## config.mk

```make
export PLATFORM = sky130hd
export DESIGN_NAME = wb_periph_sequencer_flat
export DESIGN_NICKNAME = d
export VERILOG_FILES = /design/src/rtl/wb_periph_sequencer_pkg.sv /design/src/rtl/wb_periph_sequencer_if.sv /design/src/rtl/wb_periph_sequencer.sv /design/src/flat_wrapper.sv
export SDC_FILE = /design/constraint.sdc
export NUM_CORES = 1
export LEC_CHECK = 0
export ABC_AREA = 1
export CAP_MARGIN = 20
export CORE_ASPECT_RATIO = 2
export CORE_MARGIN = 10
export CORE_UTILIZATION = 34
export CTS_CLUSTER_SIZE = 16
export DETAILED_ROUTE_END_ITERATION = 12
export PLACE_DENSITY = 0.8
export RECOVER_POWER = 25
export SYNTH_ARGS = -nofsm -noshare
export SYNTH_HDL_FRONTEND = slang
export SYNTH_SLANG_ARGS = --single-unit
```

## constraint.sdc

```tcl
create_clock -name wb_clk_i -period 3.8 [get_ports wb_clk_i]
set_input_delay 0.76 -clock wb_clk_i [delete_from_list [all_inputs] [get_ports wb_clk_i]]
set_output_delay 0.76 -clock wb_clk_i [all_outputs]
set_load 0.01 [all_outputs]
```

## src/rtl/wb_periph_sequencer_pkg.sv

```systemverilog
// Shared types and constants for the Wishbone peripheral sequencer:
// FSM state encoding, peripheral slot numbers and the error read word.
package wb_periph_pkg;

    typedef enum logic [1:0] {
        IDLE   = 2'd0,
        ACTIVE = 2'd1,
        RESP   = 2'd2
    } state_t;

    localparam logic [1:0] SLOT_SPI0 = 2'd0;
    localparam logic [1:0] SLOT_SPI1 = 2'd1;
    localparam logic [1:0] SLOT_I2C  = 2'd2;
    localparam logic [1:0] SLOT_GPIO = 2'd3;

    localparam logic [31:0] ERR_DATA_DEFAULT = 32'hDEADBEEF;

endpackage

```

## src/rtl/wb_periph_sequencer_if.sv

```systemverilog
// Host-side Wishbone slave port, peripheral-side bus and FSM debug view of
// the sequencer, bundled so the DUT and the bench share one definition.
interface wb_periph_sequencer_if;
    import wb_periph_pkg::*;

    // Handshake: the host holds wbs_cyc_i/wbs_stb_i and its request until it
    // sees the one-cycle wbs_ack_o; the sequencer holds p_cyc_o/p_stb_o and the
    // latched request until the selected slot returns p_ack_i.
    logic         wbs_cyc_i;
    logic         wbs_stb_i;
    logic         wbs_we_i;
    logic [3:0]   wbs_sel_i;
    logic [31:0]  wbs_adr_i;
    logic [31:0]  wbs_dat_i;
    logic         wbs_ack_o;
    logic [31:0]  wbs_dat_o;
    logic         p_cyc_o;
    logic [3:0]   p_stb_o;
    logic         p_we_o;
    logic [3:0]   p_sel_o;
    logic [31:0]  p_adr_o;
    logic [31:0]  p_dat_o;
    logic [3:0]   p_ack_i;
    logic [127:0] p_dat_i;
    logic         bus_err_o;
    state_t       fsm_state;

    modport slave (
        input  wbs_cyc_i, wbs_stb_i, wbs_we_i, wbs_sel_i, wbs_adr_i, wbs_dat_i,
        input  p_ack_i, p_dat_i,
        output wbs_ack_o, wbs_dat_o,
        output p_cyc_o, p_stb_o, p_we_o, p_sel_o, p_adr_o, p_dat_o,
        output bus_err_o, fsm_state
    );

    modport master (
        output wbs_cyc_i, wbs_stb_i, wbs_we_i, wbs_sel_i, wbs_adr_i, wbs_dat_i,
        output p_ack_i, p_dat_i,
        input  wbs_ack_o, wbs_dat_o,
        input  p_cyc_o, p_stb_o, p_we_o, p_sel_o, p_adr_o, p_dat_o,
        input  bus_err_o, fsm_state
    );

endinterface

```

## src/rtl/wb_periph_sequencer.sv

```systemverilog
// Registered Wishbone front-end routing one host access at a time to SPI0/SPI1/I2C/GPIO8.
// Define WB_PERIPH_SEQ_TIMEOUT_EN to add the bus-timeout watchdog and sticky bus_err_o.
module wb_periph_sequencer
    import wb_periph_pkg::*;
#(
    parameter int          NUM_SLOTS      = 4,
    parameter int          SLOT_LSB       = 16,
`ifdef WB_PERIPH_SEQ_TIMEOUT_EN
    parameter int          TIMEOUT_CYCLES = 255,
`endif
    parameter logic [31:0] ERR_DATA       = ERR_DATA_DEFAULT
) (
    input  logic                  wb_clk_i,
    input  logic                  wb_rst_i,
    wb_periph_sequencer_if.slave  bus
);

    function automatic logic [31:0] slot_word(input logic [NUM_SLOTS*32-1:0] words,
                                              input logic [1:0] slot);
        return words[32*slot +: 32];
    endfunction

    state_t                state, state_next;
    logic                  cyc_q, cyc_next;
    logic [NUM_SLOTS-1:0]  stb_q, stb_next;
    logic                  we_q, we_next;
    logic [3:0]            sel_q, sel_next;
    logic [31:0]           adr_q, adr_next;
    logic [31:0]           dat_q, dat_next;
    logic [31:0]           rdata_q, rdata_next;
    logic                  ack_q, ack_next;
    logic                  err_q, err_next;
    logic                  req;
    logic                  sel_ack;
    logic                  timeout_hit;

    assign req     = bus.wbs_cyc_i & bus.wbs_stb_i & ~ack_q;
    // stb_q is one-hot, so masking the acks keeps only the selected slot's.
    assign sel_ack = |(bus.p_ack_i & stb_q);

`ifdef WB_PERIPH_SEQ_TIMEOUT_EN
    localparam int CNT_W = $clog2(TIMEOUT_CYCLES + 1);

    logic [CNT_W-1:0] tmo_cnt;

    always_ff @(posedge wb_clk_i or posedge wb_rst_i) begin
        if (wb_rst_i) begin
            tmo_cnt <= '0;
        end else if (state != ACTIVE) begin
            tmo_cnt <= '0;
        end else begin
            tmo_cnt <= tmo_cnt + 1'b1;
        end
    end

    // Fires on the TIMEOUT_CYCLES-th ACTIVE cycle; a real ack that cycle wins.
    assign timeout_hit = (state == ACTIVE) && (tmo_cnt == CNT_W'(TIMEOUT_CYCLES - 1));
`else
    assign timeout_hit = 1'b0;
`endif

    always_comb begin
        state_next = state;
        cyc_next   = cyc_q;
        stb_next   = stb_q;
        we_next    = we_q;
        sel_next   = sel_q;
        adr_next   = adr_q;
        dat_next   = dat_q;
        rdata_next = rdata_q;
        ack_next   = 1'b0;
        err_next   = err_q;
        case (state)
            IDLE: begin
                if (req) begin
                    we_next    = bus.wbs_we_i;
                    sel_next   = bus.wbs_sel_i;
                    adr_next   = bus.wbs_adr_i;
                    dat_next   = bus.wbs_dat_i;
                    cyc_next   = 1'b1;
                    stb_next   = NUM_SLOTS'(1) << bus.wbs_adr_i[SLOT_LSB +: 2];
                    state_next = ACTIVE;
                end
            end
            ACTIVE: begin
                if (!bus.wbs_cyc_i) begin
                    cyc_next   = 1'b0;
                    stb_next   = '0;
                    state_next = IDLE;
                end else if (sel_ack) begin
                    rdata_next = slot_word(bus.p_dat_i, adr_q[SLOT_LSB +: 2]);
                    cyc_next   = 1'b0;
                    stb_next   = '0;
                    ack_next   = 1'b1;
                    state_next = RESP;
                end else if (timeout_hit) begin
                    rdata_next = ERR_DATA;
                    err_next   = 1'b1;
                    cyc_next   = 1'b0;
                    stb_next   = '0;
                    ack_next   = 1'b1;
                    state_next = RESP;
                end
            end
            RESP: begin
                state_next = IDLE;
            end
            default: begin
                state_next = IDLE;
            end
        endcase
    end

    always_ff @(posedge wb_clk_i or posedge wb_rst_i) begin
        if (wb_rst_i) begin
            state   <= IDLE;
            cyc_q   <= 1'b0;
            stb_q   <= '0;
            we_q    <= 1'b0;
            sel_q   <= '0;
            adr_q   <= '0;
            dat_q   <= '0;
            rdata_q <= '0;
            ack_q   <= 1'b0;
            err_q   <= 1'b0;
        end else begin
            state   <= state_next;
            cyc_q   <= cyc_next;
            stb_q   <= stb_next;
            we_q    <= we_next;
            sel_q   <= sel_next;
            adr_q   <= adr_next;
            dat_q   <= dat_next;
            rdata_q <= rdata_next;
            ack_q   <= ack_next;
            err_q   <= err_next;
        end
    end

    assign bus.wbs_ack_o = ack_q;
    assign bus.wbs_dat_o = rdata_q;
    assign bus.p_cyc_o   = cyc_q;
    assign bus.p_stb_o   = stb_q;
    assign bus.p_we_o    = we_q;
    assign bus.p_sel_o   = sel_q;
    assign bus.p_adr_o   = adr_q;
    assign bus.p_dat_o   = dat_q;
    assign bus.bus_err_o = err_q;
    assign bus.fsm_state = state;

endmodule

```

## src/flat_wrapper.sv

```systemverilog
// flat-port wrapper written by rule: the top's interface ports become plain ports
module wb_periph_sequencer_flat import wb_periph_pkg::*;
#(
    parameter int          NUM_SLOTS      = 4,
    parameter int          SLOT_LSB       = 16,

    parameter logic [31:0] ERR_DATA       = ERR_DATA_DEFAULT
)
  (wb_clk_i, wb_rst_i, bus_wbs_cyc_i, bus_wbs_stb_i, bus_wbs_we_i, bus_wbs_sel_i, bus_wbs_adr_i, bus_wbs_dat_i, bus_p_ack_i, bus_p_dat_i, bus_wbs_ack_o, bus_wbs_dat_o, bus_p_cyc_o, bus_p_stb_o, bus_p_we_o, bus_p_sel_o, bus_p_adr_o, bus_p_dat_o, bus_bus_err_o, bus_fsm_state);
  wb_periph_sequencer_if bus_i ();
  input  logic wb_clk_i;
  input  logic wb_rst_i;
  input wire logic [$bits(bus_i.wbs_cyc_i)-1:0] bus_wbs_cyc_i;
  input wire logic [$bits(bus_i.wbs_stb_i)-1:0] bus_wbs_stb_i;
  input wire logic [$bits(bus_i.wbs_we_i)-1:0] bus_wbs_we_i;
  input wire logic [$bits(bus_i.wbs_sel_i)-1:0] bus_wbs_sel_i;
  input wire logic [$bits(bus_i.wbs_adr_i)-1:0] bus_wbs_adr_i;
  input wire logic [$bits(bus_i.wbs_dat_i)-1:0] bus_wbs_dat_i;
  input wire logic [$bits(bus_i.p_ack_i)-1:0] bus_p_ack_i;
  input wire logic [$bits(bus_i.p_dat_i)-1:0] bus_p_dat_i;
  output wire logic [$bits(bus_i.wbs_ack_o)-1:0] bus_wbs_ack_o;
  output wire logic [$bits(bus_i.wbs_dat_o)-1:0] bus_wbs_dat_o;
  output wire logic [$bits(bus_i.p_cyc_o)-1:0] bus_p_cyc_o;
  output wire logic [$bits(bus_i.p_stb_o)-1:0] bus_p_stb_o;
  output wire logic [$bits(bus_i.p_we_o)-1:0] bus_p_we_o;
  output wire logic [$bits(bus_i.p_sel_o)-1:0] bus_p_sel_o;
  output wire logic [$bits(bus_i.p_adr_o)-1:0] bus_p_adr_o;
  output wire logic [$bits(bus_i.p_dat_o)-1:0] bus_p_dat_o;
  output wire logic [$bits(bus_i.bus_err_o)-1:0] bus_bus_err_o;
  output wire logic [$bits(bus_i.fsm_state)-1:0] bus_fsm_state;
  assign bus_i.wbs_cyc_i = bus_wbs_cyc_i;
  assign bus_i.wbs_stb_i = bus_wbs_stb_i;
  assign bus_i.wbs_we_i = bus_wbs_we_i;
  assign bus_i.wbs_sel_i = bus_wbs_sel_i;
  assign bus_i.wbs_adr_i = bus_wbs_adr_i;
  assign bus_i.wbs_dat_i = bus_wbs_dat_i;
  assign bus_i.p_ack_i = bus_p_ack_i;
  assign bus_i.p_dat_i = bus_p_dat_i;
  assign bus_wbs_ack_o = bus_i.wbs_ack_o;
  assign bus_wbs_dat_o = bus_i.wbs_dat_o;
  assign bus_p_cyc_o = bus_i.p_cyc_o;
  assign bus_p_stb_o = bus_i.p_stb_o;
  assign bus_p_we_o = bus_i.p_we_o;
  assign bus_p_sel_o = bus_i.p_sel_o;
  assign bus_p_adr_o = bus_i.p_adr_o;
  assign bus_p_dat_o = bus_i.p_dat_o;
  assign bus_bus_err_o = bus_i.bus_err_o;
  assign bus_fsm_state = bus_i.fsm_state;
  wb_periph_sequencer #(.NUM_SLOTS(NUM_SLOTS), .SLOT_LSB(SLOT_LSB), .ERR_DATA(ERR_DATA)) u_core (.wb_clk_i(wb_clk_i), .wb_rst_i(wb_rst_i), .bus(bus_i));
endmodule
```

==> metrics.log, run 1 <==
[metrics] status: finished with violations
[metrics] failing checks: max-capacitance violations, max-slew violations
[metrics] Post-DP HPWL: 15390 um
[metrics] final max-slew violation count: 43
[metrics] final worst-path cycle share: 66.43%
[metrics] Core Box Area: 15290 um2
[metrics] Setup Crit Path Kind: register to output port
[metrics] final clock skew: ~0.0050 ns
[metrics] ratio of routed vias to standard cells: 4.533
[metrics] worst reg2reg setup slack: 1.68 ns
[metrics] final setup violation count: 0
[metrics] Final TNS setup: 0 ns
[metrics] cell depth of the worst flop-to-flop path: 5
[metrics] Period minus WS final: between 2 and 3 ns
[metrics] iteration-0 DRC count of the detailed router: 170
[metrics] buffers inserted by post-CTS timing repair: 0
[metrics] areal power density over the cells: 684.4 nW/um2
[metrics] Worst setup SP type: register
[metrics] number of cells in the design after placement: 1199
[metrics] Clock Path Buffers: 2
[metrics] clock latency at the later pin of the worst-skew pair: between 0.3 and 0.4 ns
[metrics] sequential area share after synthesis: 51.48%
[metrics] synthesized flop and latch total: 109
[metrics] initial antenna violation count: 1
[metrics] final standard cell utilization of the core: 57.86%
[metrics] Yosys cell types: 18
[metrics] largest net degree at the start of global routing: roughly 140
[metrics] Pleak: roughly 4.2 nW
[metrics] clock tree root buffer cell: clkbuf_16
[metrics] Worst setup startpoint: u_core.bus.p_adr_o[17]
[metrics] Layout Area Growth over Synthesis: 67.01%
[metrics] Hold WC Path Type: register to register
[metrics] launch point of the worst reg-to-reg path: u_core.bus.p_adr_o[16]
[metrics] highest attainable clock frequency: about 0.40 GHz
[metrics] Congestion Overflow GR: 0
[metrics] global-route wire length before repair: 30120 um
[metrics] Max H-tree Level: 3
[metrics] height of the chip: 196.6 um
[metrics] Clock Sinks: 109
[metrics] syn nets: 928
[metrics] number of instances resized during post-cts repair: 0
[metrics] wire length per cell after detailed routing: around 16 um
[metrics] biggest area consumer among synthesized cells: dfrtp_1
[metrics] router iterations before antenna repair: 5
[metrics] placement row count: 64
[metrics] leading post-synthesis cells by cell area: dfrtp_1 (51%), nand2_1 (15%), nor2_1 (9.4%)
[metrics] Finished Layout Cells: roughly 1200
[metrics] area of the die: 21280 um2
[metrics] number of buffers added on ports: 313
[metrics] total wirelength of the detailed-routed design: 19500 um
[metrics] clock slew seen by the registers of the worst setup and hold paths: 0.07 ns
[metrics] Max-cap violations: 1
[metrics] number of primary I/O pins: between 300 and 400
[metrics] Final #Nets: 1217
[metrics] Die X: ~110 um
[metrics] Mapped Cells: roughly 720
[metrics] type of destination of the critical path: output port
[metrics] layout cells sized above 1: 2.559%
[metrics] Post-Place Worst Slack: 1.554 ns
[metrics] Rel. slew slack: -29.12%
[metrics] placer's final routability congestion estimate: 0.8704
[metrics] worst path setup slack after routing: roughly 1.3 ns
[metrics] global-route total usage across every layer: approximately 18%
[metrics] detailed-route via count: 5508
[metrics] CTS tree: built
[metrics] CP cell instances: buf_4 -> clkdlybuf4s50_1
[metrics] Yosys top cell area share: 51.48%
[metrics] VDD IR-drop max: 0.3839 mV
[metrics] RSZ-0062 raised after global routing: no
[metrics] Arr. time, crit path: 1.76 ns
[metrics] effective utilization at floorplan: 34.64%
[metrics] maximum fanout encountered on the critical timing path: 31
[metrics] endpoint of the worst-slack reg-to-reg timing path: u_core.bus.wbs_dat_o[21]
[metrics] number of remaining DRC errors: 0
[metrics] clock buffers created by TritonCTS: 9
[metrics] crit-path max cell delay: 0.62 ns
[metrics] post-detailed-route count of antenna-violating nets: 0
[metrics] synthesized area divided by synthesized cell count: 7.329 um2
[metrics] CP max-delay cell: clkdlybuf4s50_1
[metrics] crit path capture: bus_p_adr_o[17]
[metrics] Worst Path Required: 3.04 ns
[metrics] final hold violation count: 0
[metrics] Hold-fix buffers, CTS: 0
[metrics] via count of the first global-routing pass: 5544
[metrics] slew at the pin closest to its max-slew limit: 1.926 ns
[metrics] count of warnings emitted by yosys: 0
[metrics] cell area after technology mapping: 5299 um2
[stage by stage]
step / hold WS (ns) / power, W / cell area, um2
after global routing: 0.4991 / 0.006520 / 8850
after detailed placement: 0.4641 / 0.005174 / 8554
final: 0.4767 / 0.006057 / 8850
after floorplan: 0.5086 / 0.003483 / 5299
after CTS: 0.4820 / 0.006144 / 8848
after global placement: 0.4609 / 0.005093 / 8527
[where the power goes]
part / total (W) / internal, W / leakage [nW] / switching (W)
Clock: 0.000944 / 0.000545 / 0.143 / 0.000399
Combinational: 0.00309 / 0.00156 / 2.73 / 0.00153
Sequential: 0.00202 / 0.00168 / 1.37 / 0.000340
[worst min-delay path by stage]
stage	from	slack (ns)	to	cells after the start
after CTS	u_core.bus.wbs_dat_o[1]	0.48	u_core.bus.wbs_dat_o[1]	2
after global placement	u_core.bus.wbs_dat_o[8]	0.46	u_core.bus.wbs_dat_o[8]	2
after global routing	u_core.bus.wbs_dat_o[1]	0.50	u_core.bus.wbs_dat_o[1]	2
after floorplan	u_core.bus.p_cyc_o	0.51	u_core.bus.p_cyc_o	2
after detailed placement	u_core.bus.wbs_dat_o[1]	0.46	u_core.bus.wbs_dat_o[1]	2
final	u_core.bus.wbs_dat_o[2]	0.48	u_core.bus.wbs_dat_o[2]	2
[layer usage]
layer | track usage, % | vias up | wire length, um
met5 | 0 | - | 0
met1 | 19.17 | 2470 | 6966
met4 | 7.560 | 0 | 695
met2 | 31.40 | 224 | 10260
met3 | 4.967 | 32 | 1581
li1 | - | 2782 | -
[cell type report]
cell class / count / area (um2)
fill: 1385 / 6445
tap: 198 / 247.7
inverter: 77 / 290.3
clock inverter: 1 / 30.03
sequential: 109 / 2729
timing repair buffer: 320 / 3231
clock buffer: 14 / 264.0
multi-input combinational: 495 / 2056
antenna: 1 / 2.502
[worst max-delay path, delay by kind of cell (launching register included)]
kind     cells  cell delay, ns
buf+inv      2            1.00
flops        1            0.42
[registers in the layout, summed over array words and instances (netlist names)]
signal	count
u_core.bus.p_adr_o	32
u_core.bus.p_dat_o	32
u_core.bus.wbs_dat_o	32
u_core.bus.p_sel_o	4
u_core.bus.p_stb_o	4
u_core.bus.fsm_state	2
u_core.bus.p_cyc_o	1
u_core.bus.p_we_o	1
u_core.bus.wbs_ack_o	1
[logic make-up after synthesis]
kind of cell    Yosys count  synth area share [%]
compound gates          134                 12.73
flops                   109                 51.48
buf+inv                 119                 9.870
simple gates            360                 25.86
other cells               1               0.07077
[synth_stat cells]
cell type	number
buf_1	2
buf_2	25
buf_4	2
buf_6	5
clkbuf_1	8
conb_1	1
dfrtp_1	109
inv_1	75
inv_2	2
nand2_1	218
nand3_1	4
nand3_2	1
nor2_1	132
nor2_2	1
nor3_1	4
o21ai_0	71
o21ai_1	62
o21ai_2	1
[cells in the final DEF, fill, tap and decap left out, types with 3 or more instances in the layout]
master / instances
nor2_1: 132
o21ai_1: 62
buf_4: 4
nand3_1: 4
clkbuf_16: 9
clkbuf_1: 3
clkdlybuf4s50_1: 312
o21ai_0: 71
inv_1: 74
nor3_1: 4
dfrtp_1: 108
nand2_1: 218
No activity file was read; power rests on OpenSTA's default activity.
==> run 2, diff against run 1 <==
==> constraint.sdc (replaced) <==
create_clock -name wb_clk_i -period 2.14 [get_ports wb_clk_i]
set_input_delay 0.428 -clock wb_clk_i [delete_from_list [all_inputs] [get_ports wb_clk_i]]
set_output_delay 0.428 -clock wb_clk_i [all_outputs]
set_load 0.01 [all_outputs]
==> metrics.log, run 2 (synthesized netlist as in run 1, its figures left out) <==
[metrics] slew at the pin closest to its max-slew limit: slightly above 0.9 ns
[metrics] detailed-route via count: 5527
[metrics] leading cell types in the layout, fill and taps excluded: clkdlybuf4s50_1 (312), nand2_1 (218), nor2_1 (132), dfrtp_1 (108), inv_1 (74)
[metrics] Period minus WS final: 1.749 ns
[metrics] clock slew seen by the registers of the worst setup and hold paths: 0.07 ns
[metrics] Setup Crit Path Kind: register to output port
[metrics] effective utilization at floorplan: 34.64%
[metrics] post-detailed-route count of antenna-violating nets: 0
[metrics] number of primary I/O pins: 315
[metrics] Congestion Overflow GR: 0
[metrics] buffer and inverter count on the worst path: 1
[metrics] status: finished, final reports clean
[metrics] areal power density over the cells: 1203 nW/um2
[metrics] Hold-fix buffers, CTS: 0
[metrics] type of destination of the critical path: output port
[metrics] number of instances resized during post-cts repair: 0
[metrics] highest attainable clock frequency: 0.5717 GHz
[metrics] Final #Nets: 1220
[metrics] Pleak: roughly 4.2 nW
[metrics] number of buffers added on ports: 313
[metrics] Worst Hold Path Cells: 2
[metrics] Die X: around 110 um
[metrics] Core Box Area: ~15000 um2
[metrics] initial antenna violation count: 0
[metrics] Worst setup SP type: register
[metrics] Arr. time, crit path: 1.32 ns
[metrics] via count of the first global-routing pass: 5610
[metrics] final clock skew: ~0.019 ns
[metrics] clock tree root buffer cell: clkbuf_16
[metrics] Final TNS setup: 0 ns
[metrics] # fillers: 1409
[metrics] RSZ-0062 raised after global routing: no
[metrics] global-route wire length before repair: 30260 um
[metrics] largest net degree at the start of global routing: 135
[metrics] CP max-delay cell: clkdlybuf4s50_1
[metrics] Rel. slew slack: 38.51%
[metrics] crit-path max cell delay: around 0.60 ns
[metrics] height of the chip: just under 200 um
[metrics] clock latency at the later pin of the worst-skew pair: 0.34 ns
[metrics] cell depth of the worst flop-to-flop path: 5
[metrics] top cell family by delay on the critical path: buffers and inverters
[metrics] number of stages on the worst setup path: 1
[metrics] final worst-path cycle share: around 82%
[metrics] placer's final routability congestion estimate: 0.8995
[metrics] ratio of routed vias to standard cells: between 4 and 5
[metrics] VDD IR-drop max: about 0.6 mV
[metrics] Hold WC Path Type: register to register
[metrics] router iterations before antenna repair: 4
[metrics] final standard cell utilization of the core: 57.88%
[metrics] Worst Path Required: around 1.7 ns
[metrics] worst reg2reg setup slack: 0.44 ns
[metrics] commonest non-fill, non-tap cell in the layout: clkdlybuf4s50_1
[metrics] buffers inserted by post-CTS timing repair: 0
[metrics] Clock Path Buffers: 2
[metrics] number of remaining DRC errors: 0
[metrics] final hold violation count: 0
[metrics] maximum fanout encountered on the critical timing path: 4
[metrics] iteration-0 DRC count of the detailed router: 276
[metrics] final setup violation count: 0
[metrics] CP cell instances: clkdlybuf4s50_1
[metrics] wire length per cell after detailed routing: about 16 um
[metrics] final max-slew violation count: 0
[metrics] global-route total usage across every layer: between 10% and 20%
[metrics] Max-cap violations: 0
[metrics] Clock Sinks: 109
[metrics] CTS tree: built
[metrics] Max H-tree Level: 3
[metrics] ANT cells: 0
[metrics] Post-DP HPWL: 15680 um
[metrics] clock buffers created by TritonCTS: 9
[metrics] Layout Area Growth over Synthesis: 67.06%
[metrics] area of the die: between 20000 and 25000 um2
[metrics] placement row count: 64
[metrics] total wirelength of the detailed-routed design: 19570 um
[metrics] layout cells sized above 1: approximately 3.1%
==> run 2: area by class of cell <==
type / count / area (um2) / share of cell area [%]
inverter: 77 / 290.3 / 3.279
clock buffer: 10 / 239.0 / 2.700
multi-input combinational: 495 / 2056 / 23.22
sequential: 109 / 2729 / 30.83
timing repair buffer: 323 / 3246 / 36.66
tap: 198 / 247.7 / 2.799
clock inverter: 5 / 45.04 / 0.5088
==> run 2: routing by layer <==
layer,wire length (um),global-route usage (%)
met3,1520,4.837
met5,0,0
met2,10390,32.19
met1,7003,18.79
met4,656,7.216
==> run 2: path summary, 6_finish.rpt <==
kind                                    startpoint                        to
min in group asynchronous                 wb_rst_i    u_core.bus.p_dat_o[12]
max in group asynchronous                 wb_rst_i     u_core.bus.p_dat_o[5]
hold reg to reg            u_core.bus.wbs_dat_o[1]   u_core.bus.wbs_dat_o[1]
setup / recovery           u_core.bus.fsm_state[0]          bus_fsm_state[0]
setup reg to reg            u_core.bus.p_adr_o[16]  u_core.bus.wbs_dat_o[19]
hold / removal             u_core.bus.wbs_dat_o[1]   u_core.bus.wbs_dat_o[1]
==> run 2: worst register-to-register path, cell delays in order, from the launching register on <==
cell and delay, ns:
dfrtp_2 0.44, inv_2 0.66, o21ai_0 0.30, nand2_1 0.13, nand2_1 0.06, nand2_1 0.06
==> run 2: stage by stage <==
| stage | std cells | worst slack, ns | instance area, um2 | hold slack (ns) | total power (W) |
|---|---|---|---|---|---|
| 3_3_place_gp | 1202 | 0.2733 | 8583 | 0.4608 | 0.009043 |
| 6_report | 1217 | 0.3909 | 8852 | 0.4787 | 0.01065 |
| 3_5_place_dp | 1202 | 0.2201 | 8583 | 0.4639 | 0.009169 |
| 2_1_floorplan | 723 | 0.3965 | 5303 | 0.5086 | 0.006185 |
| 4_1_cts | 1217 | 0.3650 | 8867 | 0.4115 | 0.01081 |
| 5_1_grt | 1217 | 0.1493 | 8852 | 0.4940 | 0.01147 |
==> run 2: power breakdown <==
part           internal (W)  leakage (nW)  switching, W
combinational       0.00276          2.74       0.00278
clock              0.000833         0.137      0.000757
sequential          0.00298          1.37      0.000536
==> run 3, diff against run 2 <==
==> constraint.sdc (replaced) <==
create_clock -name wb_clk_i -period 1.5 [get_ports wb_clk_i]
set_input_delay 0.3 -clock wb_clk_i [delete_from_list [all_inputs] [get_ports wb_clk_i]]
set_output_delay 0.3 -clock wb_clk_i [all_outputs]
set_load 0.01 [all_outputs]
==> metrics.log, run 3 (synthesized netlist as in run 1, its figures left out) <==
[metrics] status: finished, final reports clean
[metrics] Congestion Overflow GR: 0
[metrics] iteration-0 DRC count of the detailed router: 261
[metrics] effective utilization at floorplan: 34.64%
[metrics] Max-cap violations: 0
[metrics] Finished Layout Cells: 1233
[metrics] cell area after placement: 8711 um2
[metrics] CP cell instances: buf_4 -> dlygate4sd2_1
[metrics] global-route wire length before repair: 30710 um
[metrics] clock tree root buffer cell: clkbuf_16
[metrics] via count of the first global-routing pass: 5664
[metrics] largest net degree at the start of global routing: 85
[metrics] cell depth of the worst flop-to-flop path: 9
[metrics] Clock Path Buffers: 2
[metrics] Layout Area Growth over Synthesis: 68.00%
[metrics] CTS tree: built
[metrics] commonest non-fill, non-tap cell in the layout: nand2_1
[metrics] number of remaining DRC errors: 0
[metrics] final clock skew: 0.006837 ns
[metrics] launch point of the worst reg-to-reg path: u_core.bus.p_adr_o[16]
[metrics] clock buffers created by TritonCTS: 9
[metrics] Hold Worst Slack: 0.4719 ns
[metrics] Setup Crit Path Kind: register to output port
[metrics] RSZ-0062 raised after global routing: yes
[metrics] VDD IR-drop max: 0.9934 mV
[metrics] Arr. time, crit path: 1.17 ns
[metrics] Pleak: 4.620 nW
[metrics] detailed-route via count: around 5600
[metrics] router iterations before antenna repair: 4
[metrics] height of the chip: 196.6 um
[metrics] Worst Path Required: 1.20 ns
[metrics] Die X: 108.3 um
[metrics] final max-slew violation count: 0
[metrics] type of destination of the critical path: output port
[metrics] crit-path max cell delay: 0.41 ns
[metrics] total wirelength of the detailed-routed design: between 15000 and 20000 um
[metrics] slew at the pin closest to its max-slew limit: roughly 0.8 ns
[metrics] Period minus WS final: 1.470 ns
[metrics] number of primary I/O pins: 315
[metrics] placement row count: 64
[metrics] Worst Hold Path Cells: 2
[metrics] wire length per cell after detailed routing: 16.14 um
[metrics] maximum fanout encountered on the critical timing path: 2
[metrics] start point of the worst hold path: u_core.bus.wbs_dat_o[3]
[metrics] placer's final routability congestion estimate: about 0.88
[metrics] Hold WC Path Type: register to register
[metrics] final worst-path cycle share: 98.03%
[metrics] Core Box Area: 15290 um2
[metrics] post-detailed-route count of antenna-violating nets: 0
[metrics] Post-DP HPWL: 15780 um
[metrics] layout cells sized above 1: under 10%
[metrics] highest attainable clock frequency: ~0.68 GHz
[metrics] buffer and inverter count on the worst path: 2
[metrics] areal power density over the cells: 1658 nW/um2
[metrics] ratio of routed vias to standard cells: 4.506
[metrics] Final #Nets: 1235
[metrics] leading cell types in the layout, fill and taps excluded: nand2_1 (218), clkdlybuf4s50_1 (203), nor2_1 (131), dlygate4sd2_1 (109), dfrtp_1 (108)
[metrics] post-route standard cell area excluding fillers: 8902 um2
[metrics] Hold-fix buffers, CTS: 0
[metrics] Rel. slew slack: between 40% and 50%
[metrics] clock latency at the later pin of the worst-skew pair: around 0.34 ns
[metrics] Clock Sinks: 109
[metrics] ANT cells: 0
[metrics] Worst setup startpoint: u_core.bus.p_adr_o[16]
[metrics] final setup violation count: 0
[metrics] number of buffers added on ports: 313
[metrics] Max H-tree Level: 3
[metrics] number of cells in the design after placement: 1214
[metrics] number of stages on the worst setup path: 2
[metrics] Worst setup SP type: register
[metrics] final standard cell utilization of the core: 58.21%
[metrics] CP max-delay cell: dfrtp_2
[metrics] final hold violation count: 0
[metrics] area of the die: 21280 um2
[metrics] initial antenna violation count: 0
[metrics] global-route total usage across every layer: 18.24%
[metrics] clock slew seen by the registers of the worst setup and hold paths: approximately 0.070 ns
[metrics] top cell family by delay on the critical path: buffers and inverters
[run 3: repair_timing]
action	in CTS	in global routing
cloned	0	1
endpoints found under the setup margin	109	14
pin swaps	0	1
buffers inserted	1	1
resized for setup	109	4
[run 3: worst reg2reg max path: cells and delay by family (launching register included)]
kind / cells / cell delay [ns]
AND/OR/NAND/NOR: 5 / 0.37
buffers and inverters: 3 / 0.44
flip-flops: 1 / 0.41
AO/OA/AOI/OAI: 1 / 0.08
[run 3: final cells by class]
type / count / area (um2)
Fill cell: 1409 / 6392
Timing Repair Buffer: 338 / 3276
Sequential cell: 109 / 2729
Multi-Input combinational cell: 495 / 2058
Inverter: 77 / 290.3
Tap cell: 198 / 247.7
Clock buffer: 11 / 242.7
Clock inverter: 5 / 58.81
[run 3: per-layer routing]
metal / wire length [um] / share of wire [%] / track usage [%] / up-vias
met3: 1627 / 8.2 / 5.458 / 29
met4: 611 / 3.1 / 7.462 / 0
met5: 0 / 0 / 0 / -
met2: 10590 / 53 / 32.77 / 212
met1: 7074 / 36 / 19.01 / 2487
li1: - / - / - / 2828
[run 3: final timing paths]
path,to,slack [ns]
max in group asynchronous,u_core.bus.p_sel_o[2],0.25
setup reg to reg,u_core.bus.wbs_dat_o[0],0.10
min in group asynchronous,u_core.bus.wbs_dat_o[24],0.66
hold reg to reg,u_core.bus.wbs_dat_o[3],0.47
setup / recovery,bus_p_adr_o[16],0.03
hold / removal,u_core.bus.wbs_dat_o[3],0.47
[run 3: power by group]
part / switching, W / internal [W] / total, W
sequential: 0.000694 / 0.00425 / 0.00495
clock: 0.00107 / 0.00135 / 0.00242
combinational: 0.00406 / 0.00333 / 0.00739
[run 3: metrics by stage]
step / setup TNS (ns) / setup slack [ns] / total power (W)
after global placement: -14.66 / -0.1848 / 0.01314
after CTS: 0 / 0.02407 / 0.01484
after floorplan: -12.59 / -0.1155 / 0.008824
after global routing: -0.009893 / -0.009893 / 0.01597
after detailed placement: -14.91 / -0.1889 / 0.01333
final: 0 / 0.02955 / 0.01476
